--- config.mk ---
export PLATFORM = sky130hd
export DESIGN_NAME = hvac_zone_scheduler
export DESIGN_NICKNAME = d
export VERILOG_FILES = /design/src/rtl/hvac_pkg.sv /design/src/rtl/rr_arbiter.sv /design/src/rtl/hvac_zone_scheduler.sv
export SDC_FILE = /design/constraint.sdc
export NUM_CORES = 1
export LEC_CHECK = 0
export ABC_AREA = 1
export CAP_MARGIN = 30
export CORE_MARGIN = 2
export CORE_UTILIZATION = 56
export DETAILED_ROUTE_END_ITERATION = 6
export PLACE_DENSITY = 0.79
export SYNTH_ARGS = -nofsm -noshare
export SYNTH_HDL_FRONTEND = slang
export SYNTH_HIERARCHICAL = 1
export SYNTH_SLANG_ARGS = --single-unit
--- constraint.sdc ---
create_clock -name clk -period 2.7 [get_ports clk]
set_clock_uncertainty 0.05 [all_clocks]
set_input_delay 0.27 -clock clk [delete_from_list [all_inputs] [get_ports clk]]
set_output_delay 0.27 -clock clk [all_outputs]
set_load 0.02 [all_outputs]
--- src/rtl/hvac_pkg.sv ---
// Shared plant-control types for the HVAC zone scheduler and related zone blocks.
package hvac_pkg;

  typedef enum logic [1:0] {ST_IDLE, ST_RUN, ST_LOCK} state_t;
  typedef enum logic {MODE_HEAT, MODE_COOL} mode_t;

  function automatic int max_int(input int a, input int b);
    return (a > b) ? a : b;
  endfunction

endpackage

--- src/rtl/rr_arbiter.sv ---
// Combinational rotating-priority pick: first valid index strictly after ptr_i, wrapping.
module rr_arbiter #(
  parameter int N  = 4,
  parameter int IW = $clog2(N)
) (
  input  logic [N-1:0]  valid_i,
  input  logic [IW-1:0] ptr_i,
  output logic          found_o,
  output logic [IW-1:0] idx_o
);

  logic [IW-1:0] cand;

  // ptr_i itself is visited last, so the most recent winner has lowest priority.
  always_comb begin
    found_o = 1'b0;
    idx_o   = '0;
    cand    = '0;
    for (int k = 1; k <= N; k++) begin
      cand = IW'((int'(ptr_i) + k) % N);
      if (!found_o && valid_i[cand]) begin
        found_o = 1'b1;
        idx_o   = cand;
      end
    end
  end

endmodule

--- src/rtl/hvac_zone_scheduler.sv ---
// Round-robin sharing of one heat/cool plant among thermal zones, with minimum on-time,
// preemption quantum and a fixed off-time lockout between grants.
module hvac_zone_scheduler
  import hvac_pkg::*;
#(
  parameter int N_ZONES     = 4,
  parameter int MIN_RUN_CYC = 16,
  parameter int MAX_RUN_CYC = 64,
  parameter int LOCKOUT_CYC = 8
) (
  input  logic                       clk,
  input  logic                       reset,
  input  logic [N_ZONES-1:0]         heat_req,
  input  logic [N_ZONES-1:0]         cool_req,
  output logic                       heat,
  output logic                       cool,
  output logic                       idle,
  output logic                       lockout,
  output logic [N_ZONES-1:0]         zone_grant,
  output logic [$clog2(N_ZONES)-1:0] grant_id,
  output state_t                     dbg_state_o
);

  localparam int IW    = $clog2(N_ZONES);
  localparam int CNT_W = $clog2(max_int(MAX_RUN_CYC, LOCKOUT_CYC) + 1);
  localparam logic [CNT_W-1:0] RUN_MIN_LAST = CNT_W'(MIN_RUN_CYC - 1);
  localparam logic [CNT_W-1:0] RUN_SAT      = CNT_W'(MAX_RUN_CYC - 1);
  localparam logic [CNT_W-1:0] LOCK_LAST    = CNT_W'(LOCKOUT_CYC - 1);
  localparam logic [N_ZONES-1:0] ONE_HOT0   = {{(N_ZONES-1){1'b0}}, 1'b1};

  state_t            state_q, state_d;
  mode_t             mode_q, mode_d;
  logic [CNT_W-1:0]  cnt_q, cnt_d;
  logic [IW-1:0]     gid_q, gid_d;
  logic [IW-1:0]     ptr_q, ptr_d;
  logic              heat_q, heat_d;
  logic              cool_q, cool_d;
  logic              idle_q, idle_d;
  logic              lockout_q, lockout_d;
  logic [N_ZONES-1:0] grant_q, grant_d;

  logic [N_ZONES-1:0] valid;
  logic [N_ZONES-1:0] gmask;
  logic               still_req;
  logic               drop;
  logic               other;
  logic               run_exit;
  logic               pick_found;
  logic [IW-1:0]      pick_idx;

  // A zone asking for both modes at once is treated as not asking at all.
  assign valid     = heat_req ^ cool_req;
  assign gmask     = ONE_HOT0 << gid_q;
  assign still_req = (mode_q == MODE_HEAT) ? (heat_req[gid_q] & ~cool_req[gid_q])
                                           : (cool_req[gid_q] & ~heat_req[gid_q]);
  assign drop      = ~still_req;
  assign other     = |(valid & ~gmask);
  assign run_exit  = ((cnt_q >= RUN_MIN_LAST) & drop) | ((cnt_q >= RUN_SAT) & other);

  rr_arbiter #(.N(N_ZONES), .IW(IW)) u_arb (
    .valid_i (valid),
    .ptr_i   (ptr_q),
    .found_o (pick_found),
    .idx_o   (pick_idx)
  );

  always_ff @(posedge clk or posedge reset) begin
    if (reset) begin
      state_q   <= ST_IDLE;
      mode_q    <= MODE_HEAT;
      cnt_q     <= '0;
      gid_q     <= '0;
      ptr_q     <= IW'(N_ZONES - 1);
      heat_q    <= 1'b0;
      cool_q    <= 1'b0;
      idle_q    <= 1'b1;
      lockout_q <= 1'b0;
      grant_q   <= '0;
    end else begin
      state_q   <= state_d;
      mode_q    <= mode_d;
      cnt_q     <= cnt_d;
      gid_q     <= gid_d;
      ptr_q     <= ptr_d;
      heat_q    <= heat_d;
      cool_q    <= cool_d;
      idle_q    <= idle_d;
      lockout_q <= lockout_d;
      grant_q   <= grant_d;
    end
  end

  // One counter serves both the on-time (saturating) and the lockout countdown.
  always_comb begin
    state_d = state_q;
    mode_d  = mode_q;
    cnt_d   = cnt_q;
    gid_d   = gid_q;
    ptr_d   = ptr_q;
    unique case (state_q)
      ST_IDLE: begin
        if (pick_found) begin
          state_d = ST_RUN;
          cnt_d   = '0;
          gid_d   = pick_idx;
          ptr_d   = pick_idx;
          mode_d  = heat_req[pick_idx] ? MODE_HEAT : MODE_COOL;
        end
      end
      ST_RUN: begin
        if (run_exit) begin
          state_d = ST_LOCK;
          cnt_d   = '0;
        end else if (cnt_q < RUN_SAT) begin
          cnt_d = cnt_q + CNT_W'(1);
        end
      end
      ST_LOCK: begin
        if (cnt_q >= LOCK_LAST) begin
          state_d = ST_IDLE;
          cnt_d   = '0;
        end else begin
          cnt_d = cnt_q + CNT_W'(1);
        end
      end
      default: state_d = ST_IDLE;
    endcase
  end

  // Outputs are decoded from the next state so the registered drive matches the state it enters.
  always_comb begin
    heat_d    = (state_d == ST_RUN) && (mode_d == MODE_HEAT);
    cool_d    = (state_d == ST_RUN) && (mode_d == MODE_COOL);
    idle_d    = ~(heat_d | cool_d);
    lockout_d = (state_d == ST_LOCK);
    grant_d   = (state_d == ST_RUN) ? (ONE_HOT0 << gid_d) : '0;
  end

  assign heat        = heat_q;
  assign cool        = cool_q;
  assign idle        = idle_q;
  assign lockout     = lockout_q;
  assign zone_grant  = grant_q;
  assign grant_id    = gid_q;
  assign dbg_state_o = state_q;

endmodule

==> summary.md <==
| Metric | Value |
|---|---|
| H-tree depth | `1` |
| Min cycle time layout | `2.37 ns` |
| Ant diodes | `0` |
| Count of final setup violators | `0` |
| CTS Hold Bufs | `0` |
| DR pass1 iterations | `5` |
| DR vias | `1,719` |
| TritonCTS clock tree | `built` |
| Fraction of layout instances using a drive strength above 1 | `0.212` |
| Final WL | `3.82 mm` |
| CTS Sinks | `22` |
| Final GP Congestion | `approximately 0.89` |
| Total GRT Usage | `0.237` |
| I/O Pins | `22` |
| IO Port Bufs | `21` |
| Final Hold Viols | `0` |
| Rows | `20` |
| Number of remaining DRC errors | `0` |
| Rel. slew slack | `0.452` |
| Net count, final | `310` |
| Min-delay worst type | `primary input to async pin` |
| Starting Density | `0.597` |
| P_leak | `1.11 nW` |
| CP required | `2.86 ns` |
| Clock transition at path regs | `between 0.1 and 0.15 ns` |
| Most frequent cells in the layout | `85 x nand2_1, 26 x nand3_1, 21 x clkdlybuf4s50_1, 19 x inv_1, 19 x dfrtp_1` |
| Die area | `3760 um^2` |
| CTS max path bufs | `2` |
| HPWL after detailed placement | `2.94 mm` |
| CP startpoint kind | `primary input` |
| Number of global-route vias before repair | `1,601` |
| Area Growth Syn to Fin | `18.6%` |
| Fmax | `roughly 420 MHz` |
| Synthesized area | `1840 um^2` |
| Warnings from Yosys | `6` |
| Die Width | `61.3 um` |
| Die Y | `61.3 um` |
| Arr. time, crit path | `2.53 ns` |
| Pwr dens | `1040 nW/um^2` |
| Routed Antenna Nets | `0` |
| Synthesized area per cell | `just under 7 um^2` |
| Drt wl/cell | `11.3 um` |
| Post-Layout Inst Area | `2180 um^2` |
| Critical path type | `primary input to register` |
| Post-synth top flop | `dfrtp_1` |
| Worst-Margin Slew | `roughly 0.82 ns` |
| Unrepaired setup endpoints after global routing | `no` |
| Largest net degree at the start of global routing | `23` |
| EDFF count, synth | `0` |
| Mapped Cells | `between 200 and 300` |
| Post-CTS setup buffer count | `0` |
| Tcrit/Tclk final | `0.877` |
| Initial detailed-routing violation count | `163` |
| Core area | `3080 um^2` |
| Max Cap Viol | `0` |
| Count of cell types in the netlist | `33` |
| Final Slew Violations | `0` |
| Placement Cell Area | `~2100 um^2` |
| Root cell of the clock tree | `clkbuf_4` |
| Maximum net fanout on the critical path | `4` |
| FFs w/ async S/R, synth | `1.00` |
| Synth Net Count | `280` |
| Sequential cell area fraction in the yosys report | `0.302` |
| Endpoint type of the worst setup path | `register` |
| CTS buffer count | `3` |
| #FFs+latches synth | `22` |
| Initial antenna violation count | `0` |
| Gr ovfl total | `0` |
| Commonest non-fill, non-tap cell in the layout | `nand2_1` |
| VDD IR max | `0.712 mV` |
| Post-DR vias/cell | `approximately 5.1` |
| First-pass GRT wire length | `6.81 mm` |
| Fillers | `257` |
| Status | `completed` |
| Final core occ | `0.708` |
| Skew-Pair Late Insertion Delay | `0.31 ns` |
-- flip-flops by register name (all words and copies together) (netlist names) --
register     cells
ptr_q            2
cool             1
idle             1
heat             1
mode_q           1
grant_id         2
dbg_state_o      2
cnt_q            7
zone_grant       4
lockout          1
-- cells in the mapped netlist (6+ instances only) --
cell type | count | share of area
nand2_1 | 85 | 0.17
nand3_1 | 26 | 0.071
dfrtp_1 | 19 | 0.26
inv_1 | 19 | 0.039
nand2_2 | 15 | 0.051
nor2_1 | 12 | 0.025
inv_2 | 10 | 0.020
nand4_1 | 10 | 0.034
nor2_2 | 7 | 0.024
ha_1 | 6 | 0.041
-- cell type report --
type,count,area (um^2),share of cell area
Multi-Input combinational cell,206,1110,0.511
Clock buffer,3,22.5,0.0103
Inverter,30,118,0.0540
Sequential cell,22,554,0.254
Clock inverter,1,30.0,0.0138
Timing Repair Buffer,31,285,0.131
Tap cell,44,55.1,0.0253
-- worst max-delay path, stage by stage --
cell,delay [ns]
clkdlybuf4s50_1,0.46
or2_1,0.26
and2_1,0.17
nand2_1,0.08
nand2_1,0.07
nand2_1,0.09
nand2_2,0.07
nor2_4,0.13
nand3b_1,0.09
nand3_1,0.15
nor2_1,0.05
o311ai_0,0.32
o21ai_1,0.18
inv_1,0.10
nor2_2,0.04
-- worst paths after layout --
| check | from | end | slack, ns | cells after the start |
|---|---|---|---|---|
| worst min register to register | ptr_q[1]$_DFFE_PP1P_ | ptr_q[1]$_DFFE_PP1P_ | 0.49 | 2 |
| max in group asynchronous | reset | cool$_DFF_PP0_ | 1.73 | 2 |
| worst min-delay path | reset | cnt_q[0]$_DFFE_PP0P_ | 0.36 | 2 |
| min in group clk | ptr_q[1]$_DFFE_PP1P_ | ptr_q[1]$_DFFE_PP1P_ | 0.49 | 2 |
| worst max-delay path | heat_req[3] | cool$_DFF_PP0_ | 0.33 | 15 |
| worst max register to register | ptr_q[0]$_DFFE_PP1P_ | cool$_DFF_PP0_ | 0.37 | 13 |
-- metal layers --
| layer | vias up | track usage | part of all wire |
|---|---|---|---|
| li1 | 907 | - | - |
| met5 | - | 0 | 0 |
| met2 | 38 | 0.381 | 0.46 |
| met3 | 2 | 0.0609 | 0.054 |
| met1 | 772 | 0.322 | 0.48 |
| met4 | 0 | 0.0559 | 0.0050 |
-- report_power, final --
part,internal [W],switching (W),leakage [nW]
Combinational,0.000549,0.000889,0.803
Sequential,0.000453,0.000135,0.284
Clock,0.000150,0.0000997,0.0279
Total,0.00115,0.00112,1.11
-- what timing repair did --
| action | in CTS | in global routing |
|---|---|---|
| hold endpoints to repair | 0 | 0 |
| resized for setup | 0 | 1 |
| setup endpoints to repair | 0 | 2 |
-- cells by family after synthesis --
family | after synthesis | share of synthesized area
buffers and inverters | 36 | 0.0919
flip-flops | 22 | 0.302
AO/OA/AOI/OAI | 19 | 0.0647
XOR/XNOR | 3 | 0.0143
AND/OR/NAND/NOR | 178 | 0.487
adder cells (fa/ha/maj) | 6 | 0.0408
-- metrics by stage --
step | std cells | setup TNS, ns | power [W] | setup WS [ns] | hold WS [ns]
after floorplan | 264 | 0 | 0.00168 | 0.636 | 0.207
after global placement | 333 | 0 | 0.00202 | 0.0110 | 0.464
after detailed placement | 333 | -0.00733 | 0.00202 | -0.00733 | 0.470
after CTS | 337 | 0 | 0.00228 | 0.312 | 0.390
after global routing | 337 | 0 | 0.00250 | 0.0448 | 0.428
final | 337 | 0 | 0.00228 | 0.331 | 0.361
Note: power is estimated with default switching activity, not from simulation.
